<file path="config.mk">
export PLATFORM = sky130hd
export DESIGN_NAME = cdru_flat
export DESIGN_NICKNAME = d
export VERILOG_FILES = /design/src/rtl/cdru_if.sv /design/src/rtl/cdru.sv /design/src/flat_wrapper.sv
export SDC_FILE = /design/constraint.sdc
export NUM_CORES = 1
export LEC_CHECK = 0
export BUFFER_PORTS_ARGS = -buffer_cell sky130_fd_sc_hd__buf_4
export CORE_UTILIZATION = 40
export DETAILED_ROUTE_END_ITERATION = 10
export PLACE_DENSITY = 0.78
export SYNTH_ARGS = -nofsm -noshare
export SYNTH_HDL_FRONTEND = slang
export SYNTH_SLANG_ARGS = --single-unit
</file>
<file path="constraint.sdc">
create_clock -name clk -period 1.5 [get_ports clk]
set_input_delay 0.075 -clock clk [delete_from_list [all_inputs] [get_ports clk]]
set_output_delay 0.075 -clock clk [all_outputs]
set_load 0.01 [all_outputs]
</file>
<file path="src/rtl/cdru_if.sv">
// Bank read-side bus: three client request/return channels plus the bank read port.
// slave is the cdru side; master is the client/memory side.
interface cdru_if #(
  parameter int BANKBITS = 5,
  parameter int WORDBITS = 9,
  parameter int DATABITS = 64
);
  localparam int A = BANKBITS + WORDBITS;

  logic                i_en, d_en, c_en;
  logic [A-1:0]        i_addr, d_addr, c_addr;
  logic                i_grnt, d_grnt, c_grnt;
  logic                i_rvalid, d_rvalid, c_rvalid;
  logic [DATABITS-1:0] i_rdata, d_rdata, c_rdata;
  logic                m_en;
  logic [A-1:0]        m_addr;
  logic [DATABITS-1:0] m_rdata;
  logic [1:0]          muxcode;

  modport slave (
    input  i_en, i_addr, d_en, d_addr, c_en, c_addr, m_rdata,
    output i_grnt, d_grnt, c_grnt, i_rvalid, d_rvalid, c_rvalid,
           i_rdata, d_rdata, c_rdata, m_en, m_addr, muxcode
  );

  modport master (
    output i_en, i_addr, d_en, d_addr, c_en, c_addr, m_rdata,
    input  i_grnt, d_grnt, c_grnt, i_rvalid, d_rvalid, c_rvalid,
           i_rdata, d_rdata, c_rdata, m_en, m_addr, muxcode
  );
endinterface

</file>
<file path="src/rtl/cdru.sv">
// Conflict Detection Read Unit: arbitrates i/d/c reads onto one bank port and steers data back.
// Optional anti-starvation promotion of d/c over i is enabled by defining CDRU_ANTISTARVE_EN.

// Per-client return register: captures bank data and pulses rvalid for one cycle.
module cdru_ret #(
  parameter int DATABITS = 64
) (
  input  logic                clk,
  input  logic                rst_n,
  input  logic                hit,
  input  logic [DATABITS-1:0] rdata_in,
  output logic                rvalid,
  output logic [DATABITS-1:0] rdata
);
  always_ff @(posedge clk or negedge rst_n) begin
    if (!rst_n) begin
      rvalid <= 1'b0;
      rdata  <= '0;
    end else begin
      rvalid <= hit;
      if (hit) rdata <= rdata_in;
    end
  end
endmodule

module cdru #(
  parameter int BANKBITS   = 5,
  parameter int WORDBITS   = 9,
  parameter int DATABITS   = 64,
  parameter int RDLAT      = 2,
  parameter int STARVE_LIM = 8
) (
  input  logic  clk,
  input  logic  rst_n,
  cdru_if.slave bus
);
  localparam int A = BANKBITS + WORDBITS;
  localparam int NCLI = 3;

  if ((RDLAT < 1) || (RDLAT > 8) || (STARVE_LIM < 1) || (STARVE_LIM > 255)) begin : g_bad_param
    $error("cdru: RDLAT or STARVE_LIM out of range");
  end

  logic       req;
  logic [1:0] code;
  logic [A-1:0] maddr;

  assign req = bus.i_en | bus.d_en | bus.c_en;

`ifdef CDRU_ANTISTARVE_EN
  logic [7:0] d_cnt, c_cnt;
  logic       d_promo, c_promo;

  assign d_promo = bus.d_en && (d_cnt >= 8'(STARVE_LIM));
  assign c_promo = bus.c_en && (c_cnt >= 8'(STARVE_LIM));

  // Counters measure consecutive denied cycles; dropping en forfeits the credit.
  always_ff @(posedge clk or negedge rst_n) begin
    if (!rst_n) begin
      d_cnt <= '0;
      c_cnt <= '0;
    end else begin
      if (!bus.d_en || code == 2'd1) d_cnt <= '0;
      else if (d_cnt != 8'hFF)       d_cnt <= d_cnt + 8'd1;
      if (!bus.c_en || code == 2'd2) c_cnt <= '0;
      else if (c_cnt != 8'hFF)       c_cnt <= c_cnt + 8'd1;
    end
  end
`endif

  always_comb begin
    code = 2'd3;
`ifdef CDRU_ANTISTARVE_EN
    if      (d_promo)  code = 2'd1;
    else if (c_promo)  code = 2'd2;
    else
`endif
    if      (bus.i_en) code = 2'd0;
    else if (bus.d_en) code = 2'd1;
    else if (bus.c_en) code = 2'd2;
  end

  always_comb begin
    case (code)
      2'd0:    maddr = bus.i_addr;
      2'd1:    maddr = bus.d_addr;
      default: maddr = bus.c_addr;
    endcase
  end

  assign bus.i_grnt  = (code == 2'd0);
  assign bus.d_grnt  = (code == 2'd1);
  assign bus.c_grnt  = (code == 2'd2);
  assign bus.m_en    = req;
  assign bus.m_addr  = maddr;
  assign bus.muxcode = code;

  // Tag pipeline tracks each read through the bank latency; no stall.
  logic [RDLAT-1:0]      vld_pipe;
  logic [RDLAT-1:0][1:0] code_pipe;

  always_ff @(posedge clk or negedge rst_n) begin
    if (!rst_n) begin
      vld_pipe  <= '0;
      code_pipe <= '1;
    end else begin
      vld_pipe[0]  <= req;
      code_pipe[0] <= code;
      for (int s = 1; s < RDLAT; s++) begin
        vld_pipe[s]  <= vld_pipe[s-1];
        code_pipe[s] <= code_pipe[s-1];
      end
    end
  end

  logic [NCLI-1:0]               hit;
  logic [NCLI-1:0]               rvalid_v;
  logic [NCLI-1:0][DATABITS-1:0] rdata_v;

  // A stray code 3 never matches a client, so it is dropped silently.
  for (genvar k = 0; k < NCLI; k++) begin : g_ret
    assign hit[k] = vld_pipe[RDLAT-1] && (code_pipe[RDLAT-1] == 2'(k));
    cdru_ret #(.DATABITS(DATABITS)) u_ret (
      .clk      (clk),
      .rst_n    (rst_n),
      .hit      (hit[k]),
      .rdata_in (bus.m_rdata),
      .rvalid   (rvalid_v[k]),
      .rdata    (rdata_v[k])
    );
  end

  assign bus.i_rvalid = rvalid_v[0];
  assign bus.d_rvalid = rvalid_v[1];
  assign bus.c_rvalid = rvalid_v[2];
  assign bus.i_rdata  = rdata_v[0];
  assign bus.d_rdata  = rdata_v[1];
  assign bus.c_rdata  = rdata_v[2];
endmodule

</file>
<file path="src/flat_wrapper.sv">
// flat-port wrapper written by rule: the top's interface ports become plain ports
module cdru_flat 
#(
  parameter int BANKBITS   = 5,
  parameter int WORDBITS   = 9,
  parameter int DATABITS   = 64,
  parameter int RDLAT      = 2,
  parameter int STARVE_LIM = 8
)
  (clk, rst_n, bus_i_en, bus_i_addr, bus_d_en, bus_d_addr, bus_c_en, bus_c_addr, bus_m_rdata, bus_i_grnt, bus_d_grnt, bus_c_grnt, bus_i_rvalid, bus_d_rvalid, bus_c_rvalid, bus_i_rdata, bus_d_rdata, bus_c_rdata, bus_m_en, bus_m_addr, bus_muxcode);
  cdru_if #(.BANKBITS(BANKBITS), .WORDBITS(WORDBITS), .DATABITS(DATABITS)) bus_i ();
  input  logic clk;
  input  logic rst_n;
  input wire logic [$bits(bus_i.i_en)-1:0] bus_i_en;
  input wire logic [$bits(bus_i.i_addr)-1:0] bus_i_addr;
  input wire logic [$bits(bus_i.d_en)-1:0] bus_d_en;
  input wire logic [$bits(bus_i.d_addr)-1:0] bus_d_addr;
  input wire logic [$bits(bus_i.c_en)-1:0] bus_c_en;
  input wire logic [$bits(bus_i.c_addr)-1:0] bus_c_addr;
  input wire logic [$bits(bus_i.m_rdata)-1:0] bus_m_rdata;
  output wire logic [$bits(bus_i.i_grnt)-1:0] bus_i_grnt;
  output wire logic [$bits(bus_i.d_grnt)-1:0] bus_d_grnt;
  output wire logic [$bits(bus_i.c_grnt)-1:0] bus_c_grnt;
  output wire logic [$bits(bus_i.i_rvalid)-1:0] bus_i_rvalid;
  output wire logic [$bits(bus_i.d_rvalid)-1:0] bus_d_rvalid;
  output wire logic [$bits(bus_i.c_rvalid)-1:0] bus_c_rvalid;
  output wire logic [$bits(bus_i.i_rdata)-1:0] bus_i_rdata;
  output wire logic [$bits(bus_i.d_rdata)-1:0] bus_d_rdata;
  output wire logic [$bits(bus_i.c_rdata)-1:0] bus_c_rdata;
  output wire logic [$bits(bus_i.m_en)-1:0] bus_m_en;
  output wire logic [$bits(bus_i.m_addr)-1:0] bus_m_addr;
  output wire logic [$bits(bus_i.muxcode)-1:0] bus_muxcode;
  assign bus_i.i_en = bus_i_en;
  assign bus_i.i_addr = bus_i_addr;
  assign bus_i.d_en = bus_d_en;
  assign bus_i.d_addr = bus_d_addr;
  assign bus_i.c_en = bus_c_en;
  assign bus_i.c_addr = bus_c_addr;
  assign bus_i.m_rdata = bus_m_rdata;
  assign bus_i_grnt = bus_i.i_grnt;
  assign bus_d_grnt = bus_i.d_grnt;
  assign bus_c_grnt = bus_i.c_grnt;
  assign bus_i_rvalid = bus_i.i_rvalid;
  assign bus_d_rvalid = bus_i.d_rvalid;
  assign bus_c_rvalid = bus_i.c_rvalid;
  assign bus_i_rdata = bus_i.i_rdata;
  assign bus_d_rdata = bus_i.d_rdata;
  assign bus_c_rdata = bus_i.c_rdata;
  assign bus_m_en = bus_i.m_en;
  assign bus_m_addr = bus_i.m_addr;
  assign bus_muxcode = bus_i.muxcode;
  cdru #(.BANKBITS(BANKBITS), .WORDBITS(WORDBITS), .DATABITS(DATABITS), .RDLAT(RDLAT), .STARVE_LIM(STARVE_LIM)) u_core (.clk(clk), .rst_n(rst_n), .bus(bus_i));
endmodule
</file>
==> reports/metrics.cfg, run 1 <==
[die]
die_y_um = 144.5
dieArea_um2 = 20890
start_util_pct = 41.21
die_w_um = 144.5
rows = 51
ios = 326
core-area_um2 = 19720

[setup_path]
critPathMaxFanout = 7
r2r-start = u_core.code_pipe[2]
r2r_cells = 4
rrSetupSlack_ps = -30
worstPathRequired_ps = 1870
r2r-end = u_core.g_ret[2].u_ret.rdata[35]
cp-start-kind = register
cp.arrival_ps = 1910
end_kind = register
crit_type = register to register

[final_layout]
drive_gt1_share_pct = 60.71
finalInstanceArea_um2 = 12810
diodes = 0
nFillCells = 1400
seq_area_um2 = 5035
multi_input_area_um2 = 2952
syn_to_final_growth_pct = 57.62
finalNetCount = 1020

[clocking]
cts_buffers = 22
cts_tree = done
root_buffer = clkbuf_16
cts_buffer_depth = 3
clock_latency_ps = 500
clk_pin_slew_ps = 60
cts_sinks = 201
h-tree-depth = 1

[timing]
setup_viol = 54
slew-limit-headroom_pct = 73.40
rsz0062_at_grt = true
worst_pin_slew_ps = 399.0
timing.final.crit_share_pct = 102.1
period_minus_slack_ps = 1532
finalHoldViolCount = 0
slew_viol_final = 0
fmax_mhz = 652.8
worst_slack_ps = -31.86
skew_ps = 17.91

[global_routing]
antenna_found_initial = 0
track_usage_pct = 19.98
grt_pass1_wl_um = 32020
grt_max_degree = 51
grt_pass1_vias = 5873
grt-ovfl-total = 0

[run]
max_cap_viol_count = 0

[synth]
async_flop_share_pct = 100.0
yosys.area.top_type = dfrtp_1
synth_common_cells = 197 x dfrtp_1, 98 x mux2_4, 49 x mux2_1, 45 x mux2_2, 15 x buf_6
syn-num-nets = 584
synth_area_leaders = dfrtp_1 61%, mux2_4 18%, mux2_1 6.8%, mux2_2 6.2%, buf_6 2.1%
syn_avg_cell_area_um2 = 17.18
synth_area_um2 = 8125
synth_most_common_cell = dfrtp_1
syn_inst = 473
ys_ff_latch = 201
ys_warn_count = 0
yosysSeqAreaShare_pct = 61.96
synth_ff_type = dfrtp_1
synth_top_area_share_pct = 60.67
synth_edf_count = 0
synth.distinct_cells = 19

[pwr]
combinationalPowerShare_pct = 26.9
p_int_w = 0.01249
sequentialPowerShare_pct = 41.2
power_density_nw_per_um2 = 1331
swShare_pct = 26.72
power.share.clock_pct = 31.9
power_w = 0.01704
irDropWorstVdd_uv = 671.9
p_switching_w = 0.004555
p_leak_nw = 6.451

[routing]
vias = 5626
dr.pass1.iters = 4
antenna_left = 0
drcViolationCount = 0
post_drt_wl_per_cell_um = 18.95
drt_iter0_markers = 182
wl_um = 22540
viasPerCell = 4.732

[min_path]
hold_end = u_core.vld_pipe[0]
hp-start = bus_d_en
hp-class = input pin to register
worstHoldPathCells = 2

[placement]
place.gp.congestion = 0.8113
post_dp_cell_area_um2 = 11090
dp_hpwl_um = 14800
io_buffers = 325

[status]
violations = setup timing
outcome = complete, but fails checks

[flip-flops by register name, summed over array words and instances, names as in the netlist]
name,cells
u_core.g_ret.u_ret.rvalid,3
u_core.g_ret.u_ret.rdata,192
u_core.vld_pipe,2
u_core.code_pipe,4
[stage by stage]
step,cells,utilization (%),worst slack (ps),setup TNS [ps],hold slack [ps]
floorplan,473,-,90.03,0,-220.6
global placement,1073,56.25,2.671,0,44.67
detailed placement,1073,56.25,-9.960,-82.85,44.87
CTS,1182,63.53,-32.65,-665.1,25.45
global route,1189,64.95,-75.43,-4981,63.90
finish,1189,64.95,-31.86,-523.7,33.18
[worst max-delay path: stages, from the launching register on]
cell	delay, ps
dfstp_2	560
nand3b_1	160
buf_6	200
clkbuf_16	190
mux2_4	290
[area by class of cell]
type	instances	area share, %
Clock buffer	31	5.197
Tap cell	265	2.589
Timing Repair Buffer	439	29.21
Multi-Input combinational cell	242	23.05
Sequential cell	201	39.31
Inverter	3	0.08792
Clock inverter	8	0.5569
[how the worst max path moves through the flow]
stage                        startpoint                         endpoint  slack [ps]
finish              u_core.code_pipe[2]  u_core.g_ret[2].u_ret.rdata[35]         -30
global placement    u_core.code_pipe[3]  u_core.g_ret[1].u_ret.rdata[26]           3
global route        u_core.code_pipe[3]  u_core.g_ret[1].u_ret.rdata[29]         -80
detailed placement  u_core.code_pipe[3]  u_core.g_ret[1].u_ret.rdata[42]         -10
floorplan           u_core.code_pipe[2]  u_core.g_ret[2].u_ret.rdata[10]          90
CTS                 u_core.code_pipe[3]  u_core.g_ret[1].u_ret.rdata[37]         -30
[power by group through the flow]
stage / sequential (W) / clock (W) / combinational (W)
2_1_floorplan: 0.00742 / 0 / 0.00147
3_3_place_gp: 0.00704 / 0 / 0.00420
3_5_place_dp: 0.00705 / 0 / 0.00429
4_1_cts: 0.00699 / 0.00554 / 0.00444
5_1_grt: 0.00713 / 0.00577 / 0.00490
6_report: 0.00703 / 0.00543 / 0.00458
[cells by family (layout without fill, tap and decap cells)]
family | Yosys count | after routing | share of synthesized area [%]
buf+inv | 30 | 481 | 3.018
mux | 206 | 206 | 32.86
simple gates | 21 | 21 | 1.232
compound gates | 15 | 15 | 0.9239
flops | 201 | 201 | 61.96
[cells in the final DEF (no fill, tap or decap), drive strengths merged]
cell type and n:
buf 364, dfrtp 197, mux2 192, dlygate4sd3 69, clkbuf 37, mux2i 14, nand2 14, o21ai 14
clkinv 5, dfstp 4, inv 4, nand3b 2, nor2 2, a21oi 1, or3 1, and2 1
nor3b 1, clkinvlp 1, bufinv 1
[repair_timing]
action	4_1_cts	5_1_grt
endpoints found under the hold margin	392	0
gates resized for setup	0	39
hold buffers	69	0
endpoints found under the setup margin	50	135
setup buffers	1	2
cloned	0	5
[routing by layer]
| layer | global-route usage, % | share of wire (%) | vias to the layer above |
|---|---|---|---|
| met2 | 36.56 | 52 | 234 |
| met3 | 4.238 | 6.3 | 32 |
| met1 | 23.73 | 40 | 2830 |
| met5 | 0 | 0 | - |
| li1 | - | - | 2530 |
| met4 | 4.820 | 1.6 | 0 |
Power figures use the tool's default switching activity.
==> run 2, diff against run 1 <==
HOLD_SLACK_MARGIN = 0.1   (was default)
==> run 2 against run 1 <==
  * Total power shrank 0.21%
  * The flow still finishes with violations (setup timing)
  * Via count is essentially flat
  * Combinational power about the same
==> reports/metrics.cfg, run 2 (same netlist as run 1, synthesis figures left out) <==
[die]
die_w_um = 144.5
core-area_um2 = 19720
ios = 326
die_y_um = 144.5
rows = 51
dieArea_um2 = 20890
start_util_pct = 41.21

[placement]
io_buffers = 325
dpl_worst_slack_ps = -9.960
dp_cells = 1073
dp_hpwl_um = 14800
place.gp.congestion = 0.8113

[pwr]
power_density_nw_per_um2 = 1330
combinationalPowerShare_pct = 26.7
sequentialPowerShare_pct = 41.3
p_switching_w = 0.004549
p_int_w = 0.01246
power.share.clock_pct = 32.0
irDropWorstVdd_uv = 671.7
swShare_pct = 26.74
p_leak_nw = 6.416

[global_routing]
grt_max_degree = 51
antenna_found_initial = 0
grt_pass1_vias = 5917
grt-ovfl-total = 0
grt_pass1_wl_um = 32250
track_usage_pct = 20.11

[clocking]
cts_buffers = 22
cts_buffer_depth = 3
clock_latency_ps = 500
clk_pin_slew_ps = 70
cts_sinks = 201
h-tree-depth = 1
root_buffer = clkbuf_16
cts_tree = done

[status]
outcome = complete, but fails checks
violations = setup timing

[timing]
rsz0062_at_grt = true
slew_viol_final = 0
period_minus_slack_ps = 1532
fin_tns_setup_ps = -505.5
worst_pin_slew_ps = 399.1
fmax_mhz = 652.7
skew_ps = 18.60
timing.final.crit_share_pct = 102.1
worst_slack_ps = -32.12
slew-limit-headroom_pct = 73.39
setup_viol = 48
finalHoldViolCount = 0

[routing]
antenna_left = 0
vias = 5628
drt_iter0_markers = 151
drcViolationCount = 0
viasPerCell = 4.721
dr.pass1.iters = 4
wl_um = 22510
post_drt_wl_per_cell_um = 18.88

[final_layout]
final_common_cell = buf_4
regMostFlops = u_core.g_ret.u_ret.rdata
syn_to_final_growth_pct = 57.41
reg_top3 = u_core.g_ret.u_ret.rdata: 192 flops, u_core.code_pipe: 4 flops, u_core.g_ret.u_ret.rvalid: 3 flops
drive_gt1_share_pct = 60.09
diodes = 0
finalNetCount = 1023
nFillCells = 1406
final_cells = 1192
largest_reg_flops = 192
final_cell_mix = 345 x buf_4, 197 x dfrtp_1, 113 x mux2_4
final_core_util_pct = 64.86

[setup_path]
end_kind = register
worstPathRequired_ps = 1870
timing.critical_path.mode_cell = buf_12
cp.arrival_ps = 1900
cpPeakStageDelay_ps = 570
crit_type = register to register
critPathMaxFanout = 14
cp-start-kind = register
crit_chain = nand3b_1 -> buf_12 -> buf_12 -> mux2_4
slowest_stage = dfstp_2

[min_path]
hp-class = register to register

[run]
max_cap_viol_count = 0

-- run 2: changes by cell type in the layout (fill, tap and decap cells not counted) --
cell | before | now
mux2_4 | 124 | 113
mux2_1 | 44 | 49
dlygate4sd3_1 | 69 | 71
buf_4 | 343 | 345
mux2_2 | 24 | 30
buf_6 | 9 | 8
-- run 2: per-layer routing --
layer	up-vias	share of wire (%)	track usage, %
li1	2538	-	-
met1	2822	40	23.86
met2	239	52	36.87
met3	29	6.4	4.238
met4	0	1.5	4.820
met5	-	0	0
-- run 2: what timing repair did --
action                     CTS  global route
gates resized for setup      0            26
pin swaps                    0             1
hold endpoints to repair   392             0
hold buffers                71             0
buffers inserted             1             3
cloned                       0             5
setup endpoints to repair   50           137
-- run 2: final cells by class --
type	count	area [um^2]	share of cell area (%)
clock inverter	8	71.32	0.5576
clock buffer	31	665.6	5.204
timing repair buffer	442	3765	29.44
tap	265	331.6	2.592
inverter	3	11.26	0.08805
multi-input combinational	242	2910	22.75
sequential	201	5035	39.37
-- run 2: path summary, 6_finish.rpt --
check                               startpoint  slack, ps  depth (start not counted)                              end
max in group asynchronous                rst_n        230                          4              u_core.code_pipe[2]
setup reg to reg           u_core.code_pipe[3]        -30                          4  u_core.g_ret[1].u_ret.rdata[29]
hold reg to reg            u_core.code_pipe[0]        360                          0              u_core.code_pipe[2]
setup / recovery           u_core.code_pipe[3]        -30                          4  u_core.g_ret[1].u_ret.rdata[29]
min in group asynchronous                rst_n        620                          3  u_core.g_ret[2].u_ret.rdata[24]
hold / removal             u_core.code_pipe[0]        360                          0              u_core.code_pipe[2]
-- run 2: power groups by stage --
| stage | Sequential [W] | Combinational, W | Clock [W] |
|---|---|---|---|
| after CTS | 0.00699 | 0.00444 | 0.00554 |
| after global placement | 0.00704 | 0.00420 | 0 |
| after floorplan | 0.00742 | 0.00147 | 0 |
| final | 0.00702 | 0.00455 | 0.00544 |
| after detailed placement | 0.00705 | 0.00429 | 0 |
| after global routing | 0.00712 | 0.00486 | 0.00577 |
-- run 2: metrics by stage --
| stage | cell area (um^2) | power, W | hold WS [ps] |
|---|---|---|---|
| global placement | 11090 | 0.01124 | 44.67 |
| global route | 12790 | 0.01776 | 358.3 |
| finish | 12790 | 0.01701 | 356.7 |
| detailed placement | 11090 | 0.01134 | 44.87 |
| floorplan | 8125 | 0.008891 | -220.6 |
| CTS | 12550 | 0.01698 | 346.0 |
-- run 2: worst max-delay path, delay by kind of cell (launching register included) --
kind                   cells  cell delay, ps
buffers and inverters      2             340
flip-flops                 1             570
multiplexers               1             320
AND/OR/NAND/NOR            1             160
